### config.mk
export PLATFORM = sky130hd
export DESIGN_NAME = led_pattern_sequencer
export DESIGN_NICKNAME = d
export VERILOG_FILES = /design/src/rtl/led_seq_pkg.sv /design/src/rtl/tick_gen.sv /design/src/rtl/led_pattern_sequencer.sv
export SDC_FILE = /design/constraint.sdc
export NUM_CORES = 1
export LEC_CHECK = 0
export BUFFER_PORTS_ARGS = -buffer_cell sky130_fd_sc_hd__buf_4
export CAP_MARGIN = 0
export CORE_MARGIN = 5
export CORE_UTILIZATION = 56
export CTS_CLUSTER_SIZE = 30
export DETAILED_ROUTE_END_ITERATION = 12
export PLACE_DENSITY_LB_ADDON = 0.05
export SYNTH_ARGS = -nofsm -noshare
export SYNTH_HDL_FRONTEND = slang
export SYNTH_SLANG_ARGS = --single-unit
### constraint.sdc
create_clock -name iwClk -period 7.55 [get_ports iwClk]
set_input_delay 1.51 -clock iwClk [delete_from_list [all_inputs] [get_ports iwClk]]
set_output_delay 1.51 -clock iwClk [all_outputs]
set_load 0.005 [all_outputs]
### src/rtl/led_seq_pkg.sv
// Shared types and constants for the LED pattern sequencer and its helpers.
package led_seq_pkg;

    typedef enum logic [1:0] {
        IDLE = 2'd0,
        RUN  = 2'd1,
        DONE = 2'd2
    } seq_state_t;

    // Bit-index width for the default 16-bit pattern.
    localparam int PATTERN_WIDTH_DEFAULT = 16;
    localparam int IDX_WIDTH_DEFAULT     = $clog2(PATTERN_WIDTH_DEFAULT);

    // Configuration values loaded by reset.
    localparam int PATTERN_RESET = 0;
    localparam int REPEAT_RESET  = 1;

    // Index width for an arbitrary pattern length, never narrower than one bit.
    function automatic int idx_width(input int width);
        return (width > 1) ? $clog2(width) : 1;
    endfunction

endpackage

### src/rtl/tick_gen.sv
// Programmable step divider: pulses tick once every max(div, 1) enabled cycles.
module tick_gen #(
    parameter int pDivWidth = 24
) (
    input  logic                 iwClk,
    input  logic                 iwnRst,
    input  logic                 enable,
    input  logic                 clear,
    input  logic [pDivWidth-1:0] div,
    output logic                 tick
);

    localparam logic [pDivWidth-1:0] One = {{(pDivWidth-1){1'b0}}, 1'b1};

    logic [pDivWidth-1:0] count;
    logic [pDivWidth-1:0] last;

    // A zero period behaves as one, so the terminal value never underflows.
    assign last = (div == '0) ? '0 : (div - One);
    assign tick = enable && (count == last);

    // Count 0..last while enabled, wrapping on the terminal count.
    always_ff @(posedge iwClk or negedge iwnRst) begin
        if (!iwnRst) begin
            count <= '0;
        end else if (clear) begin
            count <= '0;
        end else if (enable) begin
            count <= tick ? '0 : (count + One);
        end
    end

endmodule

### src/rtl/led_pattern_sequencer.sv
// Status-LED engine: plays a configured bit pattern LSB first, one bit per
// step period, for a programmable number of passes (0 = forever).
//
// state | meaning
// IDLE  | waiting; config port ready, start launches playback
// RUN   | pattern playing, one bit per step tick
// DONE  | single-cycle completion marker, then back to IDLE
module led_pattern_sequencer
    import led_seq_pkg::*;
#(
    parameter int pPatternWidth = 16,
    parameter int pDivWidth     = 24,
    parameter int pDefaultDiv   = 4000000,
    parameter int pRepeatWidth  = 8
) (
    input  logic                     iwClk,
    input  logic                     iwnRst,
    input  logic                     iwCfgValid,
    output logic                     owCfgReady,
    input  logic [pPatternWidth-1:0] iwCfgPattern,
    input  logic [pDivWidth-1:0]     iwCfgDiv,
    input  logic [pRepeatWidth-1:0]  iwCfgRepeat,
    input  logic                     iwStart,
    input  logic                     iwStop,
    output logic                     orLed,
    output logic                     orBusy,
    output logic                     orDone,
    output logic                     orStepTick
);

    localparam int                      IdxW    = idx_width(pPatternWidth);
    localparam logic [IdxW-1:0]         IdxLast = IdxW'(pPatternWidth - 1);
    localparam logic [IdxW-1:0]         IdxOne  = IdxW'(1);
    localparam logic [pRepeatWidth-1:0] RepOne  = pRepeatWidth'(1);

    seq_state_t              state;
    logic [pPatternWidth-1:0] cfg_pattern;
    logic [pDivWidth-1:0]     cfg_div;
    logic [pRepeatWidth-1:0]  cfg_repeat;
    logic [IdxW-1:0]          idx;
    logic [IdxW-1:0]          idx_next;
    logic [pRepeatWidth-1:0]  rep_cnt;

    logic                     cfg_accept;
    logic [pPatternWidth-1:0] start_pattern;
    logic [pRepeatWidth-1:0]  start_repeat;
    logic                     running;
    logic                     tick_clear;
    logic                     step_tick;

    assign owCfgReady = (state == IDLE);
    assign cfg_accept = iwCfgValid && owCfgReady;

    // A word arriving with start is used by the run it launches.
    assign start_pattern = cfg_accept ? iwCfgPattern : cfg_pattern;
    assign start_repeat  = cfg_accept ? iwCfgRepeat  : cfg_repeat;

    assign running    = (state == RUN);
    assign tick_clear = !running || iwStop;
    assign idx_next   = idx + IdxOne;
    assign orStepTick = step_tick;

    tick_gen #(
        .pDivWidth (pDivWidth)
    ) u_tick_gen (
        .iwClk  (iwClk),
        .iwnRst (iwnRst),
        .enable (running),
        .clear  (tick_clear),
        .div    (cfg_div),
        .tick   (step_tick)
    );

    // Config registers; only writable while the handshake is open in IDLE.
    always_ff @(posedge iwClk or negedge iwnRst) begin
        if (!iwnRst) begin
            cfg_pattern <= pPatternWidth'(PATTERN_RESET);
            cfg_div     <= pDivWidth'(pDefaultDiv);
            cfg_repeat  <= pRepeatWidth'(REPEAT_RESET);
        end else if (cfg_accept) begin
            cfg_pattern <= iwCfgPattern;
            cfg_div     <= iwCfgDiv;
            cfg_repeat  <= iwCfgRepeat;
        end
    end

    // Playback FSM with bit index, pass counter and registered LED/status outputs.
    always_ff @(posedge iwClk or negedge iwnRst) begin
        if (!iwnRst) begin
            state   <= IDLE;
            idx     <= '0;
            rep_cnt <= '0;
            orLed   <= 1'b0;
            orBusy  <= 1'b0;
            orDone  <= 1'b0;
        end else begin
            case (state)
                IDLE: begin
                    orDone <= 1'b0;
                    if (iwStart) begin
                        state   <= RUN;
                        idx     <= '0;
                        rep_cnt <= start_repeat;
                        orLed   <= start_pattern[0];
                        orBusy  <= 1'b1;
                    end
                end
                RUN: begin
                    if (iwStop) begin
                        state  <= IDLE;
                        idx    <= '0;
                        orLed  <= 1'b0;
                        orBusy <= 1'b0;
                    end else if (step_tick) begin
                        if (idx != IdxLast) begin
                            idx   <= idx_next;
                            orLed <= cfg_pattern[idx_next];
                        end else begin
                            idx <= '0;
                            if (rep_cnt == '0) begin
                                orLed <= cfg_pattern[0];
                            end else if (rep_cnt > RepOne) begin
                                rep_cnt <= rep_cnt - RepOne;
                                orLed   <= cfg_pattern[0];
                            end else begin
                                state  <= DONE;
                                orLed  <= 1'b0;
                                orDone <= 1'b1;
                            end
                        end
                    end
                end
                DONE: begin
                    state  <= IDLE;
                    orDone <= 1'b0;
                    orBusy <= 1'b0;
                end
                default: begin
                    state  <= IDLE;
                    idx    <= '0;
                    orLed  <= 1'b0;
                    orBusy <= 1'b0;
                    orDone <= 1'b0;
                end
            endcase
        end
    end

endmodule

Word-level counts from Yosys, hierarchy flattened
Index checks and enable logic that the tools add are counted.
W data, S select, Z words.
{ "totals": {"elab_cells": 91, "in_bits": 53, "register_bits": 89} }
{ "classes": {"add_sub_neg": 4, "order_cmp": 2, "reduce_logical": 14, "bitwise": 1, "n_eq_ne": 16, "mux": 43} }
{ "ops": {"columns": ["op", "n"], "rows": [
  ["$mux W24", 4],
  ["$mux W8", 7],
  ["$add A24 B1 Y24 const B", 1],
  ["$eq A24 B24 Y1", 1],
  ["$logic_not A24 Y1", 1],
  ["$sub A24 B1 Y24 const B", 1],
  ["$mux W1", 16],
  ["$mux W4", 4],
  ["$pmux W8 S2", 1],
  ["$mux W2", 6],
  ["$pmux W4 S3", 1],
  ["$ne A2 B2 Y1 const B", 5],
  ["$reduce_and A5 Y1", 2],
  ["$ne A3 B3 Y1 const B", 3],
  ["$gt A8 B1 Y1 const B", 1],
  ["$logic_not A8 Y1", 1],
  ["$sub A8 B1 Y8 const B", 1],
  ["$reduce_and A7 Y1", 1],
  ["$ne A2 B1 Y1 const B", 3],
  ["$lt A4 B5 Y1 const B", 1],
  ["$add A4 B1 Y4 const B", 1],
  ["$bmux W1 S4", 1],
  ["$ne A4 B4 Y1 const B", 1],
  ["$pmux W2 S2", 1],
  ["13 further kinds", 15]
]} }

Logic depth before layout (Yosys ltp)
{ "logic_depth": {"word_depth": 7, "ltp_mapped": 14, "ltp_nobuf": 11} }

Cells and area by module
From an unflattened synthesis, not the netlist that was laid out.
{ "unflattened": {"hier_cells": 578, "hier_area_um2": 5796.8} }
{ "by_module_without_submodules": {"columns": ["module", "area_each_um2", "n_inst", "cells_each"], "rows": [
  ["led_pattern_sequencer", 3088.0, 1, 255],
  ["tick_gen", 2708.8, 1, 323]
]} }

Worst setup path after synthesis
OpenSTA, ideal clock, no wires.
{ "synth_path": {"kind": "register to output", "startpoint": "reg cfg_div[0]", "endpoint": "out orStepTick", "n_path_buf": 1, "slack_ns": 3.256, "arrival_time_ns": 2.784, "required_ns": 6.040, "stages_incl_launch_ff": 12, "path_cell_list": "dfrtp_1 -> clkbuf_1 -> inv_1 -> ha_1 -> or3b_2 -> or2_2 -> a21boi_0 -> a2111o_1 -> o311a_2 -> a21oi_2 -> nand4_2 -> nor2_1"} }
{ "synth_between": {"elab_chain_cells": 4} }
{ "synth_lines": {"columns": ["element", "line", "text"], "rows": [
  ["from (decl)", "led_pattern_sequencer.sv:38", "logic [pDivWidth-1:0] cfg_div;"],
  ["from (signal assigned)", "led_pattern_sequencer.sv:78", "cfg_div <= pDivWidth'(pDefaultDiv);"],
  ["from (signal assigned)", "led_pattern_sequencer.sv:82", "cfg_div <= iwCfgDiv;"],
  ["$sub A24 B1 Y24 / $logic_not A24 Y1 (equally long branches)", "tick_gen.sv:19", "assign last = (div == '0) ? '0 : (div - One);"],
  ["$mux W24 *", "tick_gen.sv:19", null],
  ["$eq A24 B24 Y1 *", "tick_gen.sv:20", "assign tick = enable && (count == last);"],
  ["$logic_and A1 B1 Y1 *", "tick_gen.sv:20", null],
  ["to (decl)", "led_pattern_sequencer.sv:28", "output logic orStepTick"]
]} }
Mark *: on every way between the ends. The rest lies on a longest branch, timed or not.

Worst setup path after layout
Ends and elaborated chain as after synthesis.

==> impl_metrics.ini <==
[clocking]
clock_tree_from_tritoncts = yes
cts_resized = 0
clkTransAtPathRegs_ns = 0.09
cts_hold_buffers = 0
clkSinkCount = 89
clock_tree.htree_level_count = 3
cts_inserted_buffers = 9
insertion_delay_ns = 0.37
cts_setup_buffers = 0
cell_chosen_for_the_clock_root = clkbuf_8
ctsLongestPathBuffers = 2

[grt]
antenna_found_initial = 0
global_route.overflow_total = 0
number_of_global_route_vias_before_repair = 4576
grt_util_all_layers_pct = 23.66
first_pass_grt_wire_length_mm = 22.46
grt_max_degree = 54

[power_and_ir_drop]
power.ir.vdd_worst_mv = 0.1326
power_density_nw_per_um2 = 218.1
power.share.clock_pct = 23.9
total_power_uw = 1366
p_sw_share_pct = 33.79
net-switching-power_uw = 461.6
power.share.sequential_pct = 48.4
power.static_leakage_uw = 0.002449
power.combinational.fraction_pct = 27.7
internal-power_uw = 904.7

[die]
die_height_um = 110.0
core_area_sq_um = 9774
horizontal_die_dimension_um = 110.0
floorplan.initialDensity_pct = 57.35
num_rows = 36
ioPinCount = 58
total_die_area_sq_um = 12110

[min_path]
hold_end = orBusy$_DFFE_PN0P_
hold_path.startpoint = state[1]$_DFFE_PN0P_
count_of_cells_along_the_worst_hold_path = 1
hold_path.class = flop to flop

[logic_synthesis]
netlist_area_sq_um = 5605
sequential_cell_area_fraction_in_the_yosys_report_pct = 39.91
ys_types = 78
netlist_instances = 571
syn-mean-instance-area_sq_um = 9.817
syn-num-nets = 629
synth.largest_area_cell = dfrtp_1
number_of_flops_mapped_to_enable_cells_by_yosys = 0
asyncSetResetFlopFracSynth_pct = 100.0
synth-seq-cells = 89
synth_warnings = 0
synth_top_cell_area_share_pct = 36.16
synth_ff_type = dfrtp_1
synth.top_cells.by_area = dfrtp_1 (36%), mux2_2 (8.8%), dfstp_2 (3.8%)

[place]
place.port_buffers = 57
post-place-cells = 731
gp_congestion = 0.9092
hpwl_mm = 9.792

[timing]
report.final.slew_viol_count = 0
worst_hold_slack_ns = 0.4913
rsz0062_at_grt = no
final_min_period_ns = 5.477
report.final.hold_viol_count = 0
clock_skew_ns = 0.01151
worst_slew_pin_slew_ns = 0.9526
slew-limit-headroom_pct = 36.26
finalCritPeriodShare_pct = 72.54
max_clock_freq_mhz = 182.6
final.setup.tns_ns = 0
setup_viol_count_final = 0

[worst_setup_path]
timing.critical_path.to_type = output port
rr_endpoint = u_tick_gen.count[4]$_DFFE_PN0P_
timing.critical_path.fanout_max = 15
worst_ep_arrival_time_ns = 3.97
ff2ff_setup_slack_ns = 3.57
crit_type = flop to output port
critical_path_origin = cfg_div[0]$_DFFE_PN0P_
req_time_crit_path_ns = 6.04
worstRegToRegCells = 11
r2r_start = cfg_div[0]$_DFFE_PN0P_
start_kind = flop

[routing]
dr.first_iter.drc_count = 311
detail_route.first_pass.iterations = 5
post-route-drc-count = 0
antenna_violating_nets_post_route = 0
via_per_inst = 6.032
detailroute.via_count = 4506
routedWlPerCell_um = 17.83
drt-total-wl_mm = 13.32

[cells_and_area]
post_layout_nonfiller_instances = 747
layout-area-overhead-vs-synth_pct = 11.74
number_of_filler_instances_in_the_final_layout = 808
layout.core_utilization_pct = 64.08
finish.net_count = 667
antennaDiodeCount = 0
layout-drive-gt1-share_pct = 26.55

[outcome]
outcome = finished, final reports clean

[flow_run]
cap_violations = 0
## power groups by stage
stage | clock network, uW | logic [uW] | registers [uW]
after floorplan | 0 | 316 | 621
after global placement | 0 | 370 | 666
after detailed placement | 0 | 378 | 670
after CTS | 332 | 380 | 661
after global routing | 351 | 420 | 678
final | 327 | 378 | 661
## how the worst max path moves through the flow
| stage | to | cells past startpoint |
|---|---|---|
| 6_report | orStepTick | 11 |
| 5_1_grt | orStepTick | 11 |
| 4_1_cts | orStepTick | 11 |
| 3_5_place_dp | orStepTick | 11 |
| 3_3_place_gp | orStepTick | 11 |
| 2_1_floorplan | orStepTick | 11 |
## worst max-delay path: stages (launching register included)
cell and delay [ns]:
dfrtp_1 0.47, inv_1 0.14, ha_1 0.55, nor3b_1 0.58, nand4_1 0.21, xor2_1 0.21
a22o_1 0.24, a211oi_1 0.23, o2111a_1 0.33, nand4_2 0.30, nor2_1 0.19, buf_4 0.13
## sequential cells by signal, summed over array words and instances, names as in the netlist
name              cells
cfg_div              24
cfg_pattern          16
cfg_repeat            8
idx                   4
orBusy                1
orDone                1
orLed                 1
rep_cnt               8
state                 2
u_tick_gen.count     24
## cell families (layout without fill, tap and decap cells)
| kind of cell | after synthesis | count (layout) | synth area share (%) |
|---|---|---|---|
| buffers and inverters | 46 | 89 | 3.437 |
| adder cells (fa/ha/maj) | 5 | 5 | 1.116 |
| flip-flops | 89 | 89 | 39.91 |
| multiplexers | 52 | 52 | 11.16 |
| XOR/XNOR | 41 | 41 | 7.165 |
| AO/OA/AOI/OAI | 111 | 111 | 13.97 |
| AND/OR/NAND/NOR | 227 | 227 | 23.24 |
## layout by cell type (no fill, tap or decap), drive strengths merged, types with 4 or more instances in the layout
| cell type | netlist | layout |
|---|---|---|
| mux4 | 4 | 4 |
| o211ai | 7 | 7 |
| inv | 14 | 14 |
| nand2 | 41 | 41 |
| clkbuf | 25 | 11 |
| o22ai | 5 | 5 |
| and4 | 4 | 4 |
| nand4 | 16 | 16 |
| nor3 | 16 | 16 |
| nor2 | 53 | 53 |
| a21oi | 21 | 21 |
| xnor2 | 16 | 16 |
| or3 | 7 | 7 |
| o21a | 5 | 5 |
| or4 | 9 | 9 |
| nand3 | 28 | 28 |
| nor4 | 13 | 13 |
| o21ai | 29 | 29 |
| and2 | 6 | 6 |
| xor2 | 22 | 22 |
| ha | 5 | 5 |
| buf | 7 | 59 |
| nand2b | 9 | 9 |
| or2 | 5 | 5 |
| mux2i | 4 | 4 |
| mux2 | 44 | 44 |
| dfrtp | 81 | 81 |
| and3 | 7 | 7 |
| a211oi | 4 | 4 |
| dfstp | 8 | 8 |
| o31ai | 6 | 6 |
## Yosys cell counts (6+ instances only)
master	n
a21oi_1	17
dfstp_2	8
nand2_1	39
or3_1	7
o21ai_0	24
nand3_1	28
nor4_1	10
nor3_1	16
dfrtp_1	81
nand4_1	12
nand2b_1	9
xor2_1	22
inv_1	14
mux2_2	44
o211ai_1	7
nor2_1	53
o31ai_1	6
xnor2_1	16
clkbuf_1	25
and3_1	7
## per-stage QoR
stage               cell area [sq um]  worst slack (ns)
floorplan                        5605             3.256
global placement                 6076             2.587
detailed placement               6076             2.506
CTS                              6264             2.072
global route                     6264             1.694
finish                           6264             2.073
## area by class of cell
type	count	area (sq um)	area share (%)
multi-input combinational	436	3177	50.72
tap	133	166.4	2.657
sequential	89	2237	35.72
clock inverter	5	56.30	0.8989
inverter	14	52.55	0.8390
timing repair buffer	59	442.9	7.072
clock buffer	11	131.4	2.097
## metal layers
metal / wire (um) / part of all wire, % / GRT usage, % / up-vias
li1: - / - / - / 2182
met1: 5974 / 45 / 30.57 / 2205
met2: 6531 / 49 / 40.60 / 96
met3: 529 / 4.0 / 3.145 / 23
met4: 282 / 2.1 / 8.638 / 0
met5: 0 / 0 / 0 / -
No activity file was read; power rests on OpenSTA's default activity.
